===== src/rtl/syscall_service_pkg.sv =====
// Shared definitions for the syscall service responder.
// FSM encodings, service selection order and data widths.
package syscall_service_pkg;

  localparam int RES_W = 32;
  localparam int KB_W  = 8;

  localparam logic [2:0] S_IDLE       = 3'd0;
  localparam logic [2:0] S_RD_BMP     = 3'd1;
  localparam logic [2:0] S_WAIT_FLUSH = 3'd2;
  localparam logic [2:0] S_WAIT_COPY  = 3'd3;
  localparam logic [2:0] S_DONE       = 3'd4;

  typedef enum logic [2:0] {
    SV_NONE,
    SV_FLUSH,
    SV_COPY,
    SV_BMP,
    SV_KB,
    SV_CYC,
    SV_SCR
  } svc_e;

  function automatic svc_e svc_pick(
    input logic flush,
    input logic copy,
    input logic bmp,
    input logic kb,
    input logic cyc,
    input logic scr
  );
    if (flush)     return SV_FLUSH;
    else if (copy) return SV_COPY;
    else if (bmp)  return SV_BMP;
    else if (kb)   return SV_KB;
    else if (cyc)  return SV_CYC;
    else if (scr)  return SV_SCR;
    else           return SV_NONE;
  endfunction

endpackage


===== src/rtl/syscall_service_if.sv =====
// Bundle between the syscall decoder / peripherals and the
// service responder; slave is the responder side.
interface syscall_service_if
  import syscall_service_pkg::*;
#(
  parameter int BMP_AW = 10
) ();

  logic             Get_KB_in;
  logic             Get_Bitmap;
  logic             FrameFlush;
  logic             CopyToRAM;
  logic             Cycles;
  logic             Screen_opt;
  logic [RES_W-1:0] R2;
  logic             KB_Valid;
  logic [KB_W-1:0]  KB_Data;
  logic [RES_W-1:0] Bmp_Data;
  logic             Flush_Ack;
  logic             Copy_Ack;

  logic              Stall;
  logic [RES_W-1:0]  Result;
  logic              Result_We;
  logic [BMP_AW-1:0] Bmp_Addr;
  logic              Bmp_Rd;
  logic              Flush_Req;
  logic              Copy_Req;
  logic [RES_W-1:0]  Copy_Len;
  logic [RES_W-1:0]  Screen_Reg;
  logic              KB_Ovf;
  logic              Err;

  modport master (
    output Get_KB_in, Get_Bitmap, FrameFlush,
    output CopyToRAM, Cycles, Screen_opt, R2,
    output KB_Valid, KB_Data, Bmp_Data,
    output Flush_Ack, Copy_Ack,
    input  Stall, Result, Result_We,
    input  Bmp_Addr, Bmp_Rd, Flush_Req,
    input  Copy_Req, Copy_Len, Screen_Reg,
    input  KB_Ovf, Err
  );

  modport slave (
    input  Get_KB_in, Get_Bitmap, FrameFlush,
    input  CopyToRAM, Cycles, Screen_opt, R2,
    input  KB_Valid, KB_Data, Bmp_Data,
    input  Flush_Ack, Copy_Ack,
    output Stall, Result, Result_We,
    output Bmp_Addr, Bmp_Rd, Flush_Req,
    output Copy_Req, Copy_Len, Screen_Reg,
    output KB_Ovf, Err
  );

endinterface


===== src/rtl/syscall_service_kb_fifo.sv =====
// Keyboard key-code FIFO with sticky overflow flag.
// A pop frees a slot in the same cycle, so push is then accepted.
module kb_fifo
  import syscall_service_pkg::*;
#(
  parameter int DEPTH = 8,
  parameter int W     = KB_W
) (
  input  logic         CLK,
  input  logic         RST_N,
  input  logic         i_push,
  input  logic [W-1:0] i_din,
  input  logic         i_pop,
  output logic [W-1:0] o_head,
  output logic         o_empty,
  output logic         o_ovf
);

  localparam int AW = $clog2(DEPTH);

  logic [W-1:0] r_mem [DEPTH];
  logic [AW:0]  r_wr;
  logic [AW:0]  r_rd;
  logic         r_ovf;
  logic         w_full;
  logic         w_do_pop;
  logic         w_do_push;

  assign o_empty   = (r_wr == r_rd);
  assign w_full    = (r_wr[AW] != r_rd[AW]) &&
                     (r_wr[AW-1:0] == r_rd[AW-1:0]);
  assign w_do_pop  = i_pop & ~o_empty;
  assign w_do_push = i_push & (~w_full | w_do_pop);
  assign o_head    = r_mem[r_rd[AW-1:0]];
  assign o_ovf     = r_ovf;

  always_ff @(posedge CLK) begin
    if (w_do_push) r_mem[r_wr[AW-1:0]] <= i_din;
  end

  always_ff @(posedge CLK or negedge RST_N) begin
    if (!RST_N) begin
      r_wr  <= '0;
      r_rd  <= '0;
      r_ovf <= 1'b0;
    end else begin
      if (w_do_push) r_wr <= r_wr + 1'b1;
      if (w_do_pop)  r_rd <= r_rd + 1'b1;
      if (i_pop)
        r_ovf <= 1'b0;
      else if (i_push & w_full)
        r_ovf <= 1'b1;
    end
  end

endmodule


===== src/rtl/syscall_service.sv =====
// Syscall service responder: FSM, cycle counter, optional watchdog.
// Define SYSCALL_TIMEOUT_EN to enable the ack watchdog and Err flag.
module syscall_service
  import syscall_service_pkg::*;
#(
  parameter int KB_DEPTH    = 8,
  parameter int BMP_AW      = 10,
  parameter int TIMEOUT_CYC = 1024
) (
  input logic         CLK,
  input logic         RST_N,
  syscall_service_if.slave bus
);

  if (KB_DEPTH < 2 || TIMEOUT_CYC < 1) begin : g_bad_cfg
    $error("syscall_service: bad parameters");
  end

  logic [2:0]        r_state;
  logic [RES_W-1:0]  r_cnt;
  logic [RES_W-1:0]  r_res;
  logic [RES_W-1:0]  r_len;
  logic [RES_W-1:0]  r_scr;
  logic [BMP_AW-1:0] r_addr;
  logic              r_we;
  logic              r_rd;

  svc_e              w_svc;
  logic              w_idle;
  logic              w_busy;
  logic              w_wf;
  logic              w_wc;
  logic              w_to;
  logic              w_pop;
  logic              w_empty;
  logic [KB_W-1:0]   w_head;

  assign w_svc  = svc_pick(bus.FrameFlush, bus.CopyToRAM,
                           bus.Get_Bitmap, bus.Get_KB_in,
                           bus.Cycles, bus.Screen_opt);
  assign w_idle = (r_state == S_IDLE);
  assign w_busy = ~w_idle & (r_state != S_DONE);
  assign w_wf   = (r_state == S_WAIT_FLUSH);
  assign w_wc   = (r_state == S_WAIT_COPY);
  assign w_pop  = w_idle & (w_svc == SV_KB);

  kb_fifo #(
    .DEPTH (KB_DEPTH),
    .W     (KB_W)
  ) u_kb (
    .CLK     (CLK),
    .RST_N   (RST_N),
    .i_push  (bus.KB_Valid),
    .i_din   (bus.KB_Data),
    .i_pop   (w_pop),
    .o_head  (w_head),
    .o_empty (w_empty),
    .o_ovf   (bus.KB_Ovf)
  );

  always_ff @(posedge CLK or negedge RST_N) begin
    if (!RST_N) r_cnt <= '0;
    else        r_cnt <= r_cnt + 1'b1;
  end

`ifdef SYSCALL_TIMEOUT_EN
  localparam int WD_W = $clog2(TIMEOUT_CYC + 1);
  localparam logic [WD_W-1:0] WD_LAST = WD_W'(TIMEOUT_CYC - 1);

  logic [WD_W-1:0] r_wd;
  logic            r_err;

  assign w_to = ((w_wf & ~bus.Flush_Ack) |
                 (w_wc & ~bus.Copy_Ack)) &
                (r_wd == WD_LAST);
  assign bus.Err = r_err;

  always_ff @(posedge CLK or negedge RST_N) begin
    if (!RST_N) begin
      r_wd  <= '0;
      r_err <= 1'b0;
    end else begin
      if (w_wf | w_wc) r_wd <= r_wd + 1'b1;
      else             r_wd <= '0;
      if (w_to) r_err <= 1'b1;
    end
  end
`else
  assign w_to    = 1'b0;
  assign bus.Err = 1'b0;
`endif

  always_ff @(posedge CLK or negedge RST_N) begin
    if (!RST_N) begin
      r_state <= S_IDLE;
      r_res   <= '0;
      r_len   <= '0;
      r_scr   <= '0;
      r_addr  <= '0;
      r_we    <= 1'b0;
      r_rd    <= 1'b0;
    end else begin
      case (r_state)
        S_IDLE: begin
          unique case (w_svc)
            SV_FLUSH: begin
              r_we    <= 1'b0;
              r_state <= bus.Flush_Ack ? S_DONE : S_WAIT_FLUSH;
            end
            SV_COPY: begin
              r_we    <= 1'b0;
              r_len   <= bus.R2;
              r_state <= bus.Copy_Ack ? S_DONE : S_WAIT_COPY;
            end
            SV_BMP: begin
              r_we    <= 1'b1;
              r_rd    <= 1'b1;
              r_addr  <= bus.R2[BMP_AW-1:0];
              r_state <= S_RD_BMP;
            end
            SV_KB: begin
              r_we    <= 1'b1;
              r_res   <= w_empty ? '0 : {{(RES_W-KB_W){1'b0}}, w_head};
              r_state <= S_DONE;
            end
            SV_CYC: begin
              r_we    <= 1'b1;
              r_res   <= r_cnt;
              r_state <= S_DONE;
            end
            SV_SCR:  r_scr <= bus.R2;
            SV_NONE: ;
          endcase
        end
        S_RD_BMP: begin
          r_rd    <= 1'b0;
          r_res   <= bus.Bmp_Data;
          r_state <= S_DONE;
        end
        S_WAIT_FLUSH:
          if (bus.Flush_Ack | w_to) r_state <= S_DONE;
        S_WAIT_COPY:
          if (bus.Copy_Ack | w_to) r_state <= S_DONE;
        default: r_state <= S_IDLE;
      endcase
    end
  end

  // requests rise with the accepting strobe so an ack may arrive at once
  assign bus.Stall = RST_N & (w_busy |
                     (w_idle & (w_svc != SV_NONE) & (w_svc != SV_SCR)));
  assign bus.Flush_Req = RST_N &
                         (w_wf | (w_idle & (w_svc == SV_FLUSH)));
  assign bus.Copy_Req  = RST_N &
                         (w_wc | (w_idle & (w_svc == SV_COPY)));
  assign bus.Copy_Len  = (w_idle & (w_svc == SV_COPY)) ? bus.R2 : r_len;
  assign bus.Result     = r_res;
  assign bus.Result_We  = (r_state == S_DONE) & r_we;
  assign bus.Bmp_Addr   = r_addr;
  assign bus.Bmp_Rd     = r_rd;
  assign bus.Screen_Reg = r_scr;

endmodule


===== src/flat_wrapper.sv =====
// flat-port wrapper written by rule: the top's interface ports become plain ports
module syscall_service_flat import syscall_service_pkg::*;
#(
  parameter int KB_DEPTH    = 8,
  parameter int BMP_AW      = 10,
  parameter int TIMEOUT_CYC = 1024
)
  (CLK, RST_N, bus_Get_KB_in, bus_Get_Bitmap, bus_FrameFlush, bus_CopyToRAM, bus_Cycles, bus_Screen_opt, bus_R2, bus_KB_Valid, bus_KB_Data, bus_Bmp_Data, bus_Flush_Ack, bus_Copy_Ack, bus_Stall, bus_Result, bus_Result_We, bus_Bmp_Addr, bus_Bmp_Rd, bus_Flush_Req, bus_Copy_Req, bus_Copy_Len, bus_Screen_Reg, bus_KB_Ovf, bus_Err);
  syscall_service_if #(.BMP_AW(BMP_AW)) bus_i ();
  input logic CLK;
  input logic RST_N;
  input wire logic [$bits(bus_i.Get_KB_in)-1:0] bus_Get_KB_in;
  input wire logic [$bits(bus_i.Get_Bitmap)-1:0] bus_Get_Bitmap;
  input wire logic [$bits(bus_i.FrameFlush)-1:0] bus_FrameFlush;
  input wire logic [$bits(bus_i.CopyToRAM)-1:0] bus_CopyToRAM;
  input wire logic [$bits(bus_i.Cycles)-1:0] bus_Cycles;
  input wire logic [$bits(bus_i.Screen_opt)-1:0] bus_Screen_opt;
  input wire logic [$bits(bus_i.R2)-1:0] bus_R2;
  input wire logic [$bits(bus_i.KB_Valid)-1:0] bus_KB_Valid;
  input wire logic [$bits(bus_i.KB_Data)-1:0] bus_KB_Data;
  input wire logic [$bits(bus_i.Bmp_Data)-1:0] bus_Bmp_Data;
  input wire logic [$bits(bus_i.Flush_Ack)-1:0] bus_Flush_Ack;
  input wire logic [$bits(bus_i.Copy_Ack)-1:0] bus_Copy_Ack;
  output wire logic [$bits(bus_i.Stall)-1:0] bus_Stall;
  output wire logic [$bits(bus_i.Result)-1:0] bus_Result;
  output wire logic [$bits(bus_i.Result_We)-1:0] bus_Result_We;
  output wire logic [$bits(bus_i.Bmp_Addr)-1:0] bus_Bmp_Addr;
  output wire logic [$bits(bus_i.Bmp_Rd)-1:0] bus_Bmp_Rd;
  output wire logic [$bits(bus_i.Flush_Req)-1:0] bus_Flush_Req;
  output wire logic [$bits(bus_i.Copy_Req)-1:0] bus_Copy_Req;
  output wire logic [$bits(bus_i.Copy_Len)-1:0] bus_Copy_Len;
  output wire logic [$bits(bus_i.Screen_Reg)-1:0] bus_Screen_Reg;
  output wire logic [$bits(bus_i.KB_Ovf)-1:0] bus_KB_Ovf;
  output wire logic [$bits(bus_i.Err)-1:0] bus_Err;
  assign bus_i.Get_KB_in = bus_Get_KB_in;
  assign bus_i.Get_Bitmap = bus_Get_Bitmap;
  assign bus_i.FrameFlush = bus_FrameFlush;
  assign bus_i.CopyToRAM = bus_CopyToRAM;
  assign bus_i.Cycles = bus_Cycles;
  assign bus_i.Screen_opt = bus_Screen_opt;
  assign bus_i.R2 = bus_R2;
  assign bus_i.KB_Valid = bus_KB_Valid;
  assign bus_i.KB_Data = bus_KB_Data;
  assign bus_i.Bmp_Data = bus_Bmp_Data;
  assign bus_i.Flush_Ack = bus_Flush_Ack;
  assign bus_i.Copy_Ack = bus_Copy_Ack;
  assign bus_Stall = bus_i.Stall;
  assign bus_Result = bus_i.Result;
  assign bus_Result_We = bus_i.Result_We;
  assign bus_Bmp_Addr = bus_i.Bmp_Addr;
  assign bus_Bmp_Rd = bus_i.Bmp_Rd;
  assign bus_Flush_Req = bus_i.Flush_Req;
  assign bus_Copy_Req = bus_i.Copy_Req;
  assign bus_Copy_Len = bus_i.Copy_Len;
  assign bus_Screen_Reg = bus_i.Screen_Reg;
  assign bus_KB_Ovf = bus_i.KB_Ovf;
  assign bus_Err = bus_i.Err;
  syscall_service #(.KB_DEPTH(KB_DEPTH), .BMP_AW(BMP_AW), .TIMEOUT_CYC(TIMEOUT_CYC)) u_core (.CLK(CLK), .RST_N(RST_N), .bus(bus_i));
endmodule

===== config.mk =====
export PLATFORM = sky130hd
export DESIGN_NAME = syscall_service_flat
export DESIGN_NICKNAME = d
export VERILOG_FILES = /design/src/rtl/syscall_service_pkg.sv /design/src/rtl/syscall_service_if.sv /design/src/rtl/syscall_service_kb_fifo.sv /design/src/rtl/syscall_service.sv /design/src/flat_wrapper.sv
export SDC_FILE = /design/constraint.sdc
export NUM_CORES = 1
export LEC_CHECK = 0
export BUFFER_PORTS_ARGS = -buffer_cell sky130_fd_sc_hd__buf_2
export CORE_ASPECT_RATIO = 1.4
export CORE_MARGIN = 2
export CORE_UTILIZATION = 57
export CTS_BUF_LIST = sky130_fd_sc_hd__clkbuf_2 sky130_fd_sc_hd__clkbuf_4 sky130_fd_sc_hd__clkbuf_8
export DETAILED_ROUTE_END_ITERATION = 8
export PLACE_DENSITY = 0.83
export SETUP_SLACK_MARGIN = 0.2
export SLEW_MARGIN = 25
export SYNTH_ARGS = -nofsm -noshare
export SYNTH_HDL_FRONTEND = slang
export SYNTH_HIERARCHICAL = 1
export SYNTH_SLANG_ARGS = --single-unit

===== constraint.sdc =====
create_clock -name CLK -period 4.13 [get_ports CLK]
set_clock_uncertainty 0.1 [all_clocks]
set_input_delay 0.826 -clock CLK [delete_from_list [all_inputs] [get_ports CLK]]
set_output_delay 0.826 -clock CLK [all_outputs]
set_load 0.1 [all_outputs]

==> run_results.csv <==
group,metric,value,unit
worst_setup_path,cp-start-kind,"flop",
layout,seq_area,0.00573,mm²
sta,drv_slew,0,
die,num_rows,55,
synthesis,post-synth-top-count-cell,"dfrtp_1",
global_routing,grt_max_degree,71,
routing,wl_met3,1.23,mm
routing,via_per_inst,5.69,
worst_setup_path,path_cells,"or2_1 > or4b_4 > mux2_2 > buf_2",
worst_setup_path,r2r_end,"u_core/u_kb/r_mem[7][7]$_DFFE_PP_",
routing,vias,6160,
worst_setup_path,r2r_cells,6,
routing,ant_nets,0,
worst_setup_path,worstReg2RegStart,"u_core/r_state[0]$_DFFE_PN0P_",
synthesis,synth_area_leaders,"dfrtp_1 (41%), edfxtp_1 (20%), mux2_4 (5.9%)",
worst_setup_path,crit_buf_inv,1,
global_routing,grt_overflow,0,
worst_setup_path,cp_slowest_cell,"or4b_4",
synthesis,yosysWarningCount,6,
sta,slew_headroom,39.3,%
layout,multiInputGateArea,0.00340,mm²
sta,finalHoldViolCount,0,
global_routing,antenna_found_initial,4,
synthesis,synthArstFlopShare,70.4,%
routing,drt-total-wl,20.4,mm
clocking,cts_hold_buf,0,
layout,final.fill_count,1080,
synthesis,synth_commonest_cells,"dfrtp_1 (152), edfxtp_1 (64), o21ai_0 (58), mux2_2 (46), mux2_4 (37)",
worst_setup_path,crit_cells,4,
worst_setup_path,arrival,2870,ps
clocking,cts_tree,"yes",
routing,wl_met1,7.75,mm
worst_setup_path,critical_path.startpoint,"u_core/r_state[2]$_DFFE_PN0P_",
sta,fmax,264,MHz
global_routing,grt_pass1_wl,32.8,mm
die,initial_utilization,58.0,%
sta,tns,0,ps
routing,first_iter_violations,363,
sta,grt_setup_unrepaired,"false",
placement,gp_congestion,0.855,
worst_setup_path,cp-end-kind,"primary output",
flow_run,maxCapViolCount,0,
routing,top_layer,"met4",
clocking,numCtsBuffers,35,
worst_setup_path,required,3200,ps
global_routing,grt_util_all_layers,23.6,%
synthesis,yosysTopAreaCellShare,40.6,%
worst_setup_path,cpPeakStageDelay,790,ps
placement,numPortBuffers,194,
synthesis,seq_area_frac_synth,61.1,%
synthesis,synthDistinctLibCells,63,
global_routing,grt_pass1_vias,6261,
layout,drive_gt1_share,42.8,%
synthesis,synth_flop_cell,"dfrtp_1",
synthesis,synth-simple-area-share,7.24,%
synthesis,synth-xor-area-share,3.88,%
sta,finalSetupViolations,0,
synthesis,synth_top_family_by_area,"multiplexers",
routing,wl_per_cell,18.8,µm
worst_setup_path,crit_end,"bus_Copy_Len[1]",
synthesis,ys_ff_latch,216,
synthesis,synth_edf_count,64,
clocking,h-tree-depth,2,
synthesis,yosysTopAreaCell,"dfrtp_1",
synthesis,synth_cells,651,
routing,wl_met2,10.6,mm
clocking,clk_pin_slew_worst_paths,60,ps
clocking,post-cts-setup-buffers,0,
clocking,clockBufferDepth,3,
outcome,status,"complete, no violations",
clocking,cts_sinks,216,
routing,firstDrtPassIters,5,
clocking,root_buffer,"clkbuf_8",
synthesis,syn_area,0.00938,mm²
synthesis,syn_nets,737,
synthesis,synth_fa_ha_area_share,0.400,%
layout,final_nets,942,
worst_setup_path,crit_path_max_fanout,34,
die,num_io_pins,196,
synthesis,synthMuxAreaShare,15.8,%
die,die_width,112,µm
layout,area_delta_synth_final,19.7,%
routing,drc_errors,0,
worst_hold_path,hp-class,"input port to asynchronous set/reset pin",
clocking,cts_resized,0,
die,dieArea,0.0175,mm²
sta,fin_crit_sh,91.8,%
synthesis,synth_compound_area_share,8.65,%
sta,worstMarginPinSlew,911,ps
die,core,0.0162,mm²
synthesis,syn_area_per_cell,14.4,µm²
worst_setup_path,path_delay_family,"simple AND/OR/NAND/NOR gates",
die,die_y,156,µm
worst_setup_path,reg2reg_slack,1290,ps
sta,fin_crit,3790,ps
placement,place_hpwl,14.6,mm
clocking,insertion_delay,490,ps
worst_setup_path,critPathKind,"flop to primary output",
## through the flow
step / utilization, % / cell area [µm²] / hold WS (ps) / cells / setup slack, ps
after global routing: 69.4 / 11200 / 125 / 1082 / 255
after floorplan: - / 9380 / 346 / 651 / 289
after CTS: 69.3 / 11200 / 103 / 1078 / 333
after detailed placement: 64.9 / 10500 / 364 / 1018 / 618
final: 69.4 / 11200 / 104 / 1082 / 339
after global placement: 64.8 / 10500 / 364 / 1018 / 665
## worst min-delay path by stage
| stage | start | to | slack [ps] | cells after the start |
|---|---|---|---|---|
| after floorplan | u_core/r_cnt[31]$_DFF_PN0_ | u_core/r_cnt[31]$_DFF_PN0_ | 350 | 1 |
| after CTS | RST_N | u_core/bus.Result[29]$_DFFE_PN0P_ | 100 | 1 |
| final | RST_N | u_core/bus.Result[29]$_DFFE_PN0P_ | 100 | 1 |
| after detailed placement | u_core/r_cnt[31]$_DFF_PN0_ | u_core/r_cnt[31]$_DFF_PN0_ | 360 | 1 |
| after global routing | RST_N | u_core/bus.Result[29]$_DFFE_PN0P_ | 120 | 1 |
| after global placement | u_core/r_cnt[31]$_DFF_PN0_ | u_core/r_cnt[31]$_DFF_PN0_ | 360 | 1 |
## layout make-up
| type | count | area share [%] |
|---|---|---|
| repair buffers | 210 | 9.78 |
| multi-input cells | 388 | 30.3 |
| clock inverters | 6 | 0.457 |
| well taps | 199 | 2.22 |
| diodes | 4 | 0.0892 |
| clock buffers | 54 | 6.01 |
| flip-flops and latches | 216 | 51.0 |
| inverters | 5 | 0.167 |
## cell families after synthesis
| kind of cell | after synthesis |
|---|---|
| xor gates and xnor gates | 39 |
| DFF | 216 |
| AOI/OAI and AO/OA | 125 |
| muxes | 101 |
| adders and majority gates | 3 |
| buffers and inverters | 47 |
| and+or+nand+nor | 119 |
| other | 1 |
## cells in the final DEF (no fill, tap or decap), types with 16 or more instances in the layout
cell type,instances
buf_2,193
dfrtp_1,152
edfxtp_1,64
o21ai_0,58
mux2_2,46
clkbuf_8,43
mux2_4,37
xnor2_1,27
a22oi_1,24
nor2_1,17
nand2_1,17
nand4_1,16
buf_4,16
## routing by layer
| layer | vias to the layer above | global-route usage (%) |
|---|---|---|
| li1 | 2850 | - |
| met1 | 3031 | 27.9 |
| met2 | 227 | 41.5 |
| met3 | 52 | 4.58 |
| met4 | 0 | 10.9 |
| met5 | - | 0 |
## flip-flops by register name, indices dropped and copies added, names as in the netlist
register and count:
u_core/r_we 1, u_core/r_len 32, u_core/r_state 3, u_core/u_kb/r_rd 4
u_core/u_kb/r_wr 4, u_core/u_kb/r_mem 64, u_core/u_kb/o_ovf 1, u_core/bus.Bmp_Addr 10
u_core/bus.Result 32, u_core/bus.Screen_Reg 32, u_core/r_cnt 32, u_core/bus.Bmp_Rd 1
Power is not shown: default switching activity piles up to over one toggle a cycle in this logic, so the estimate is an artifact.
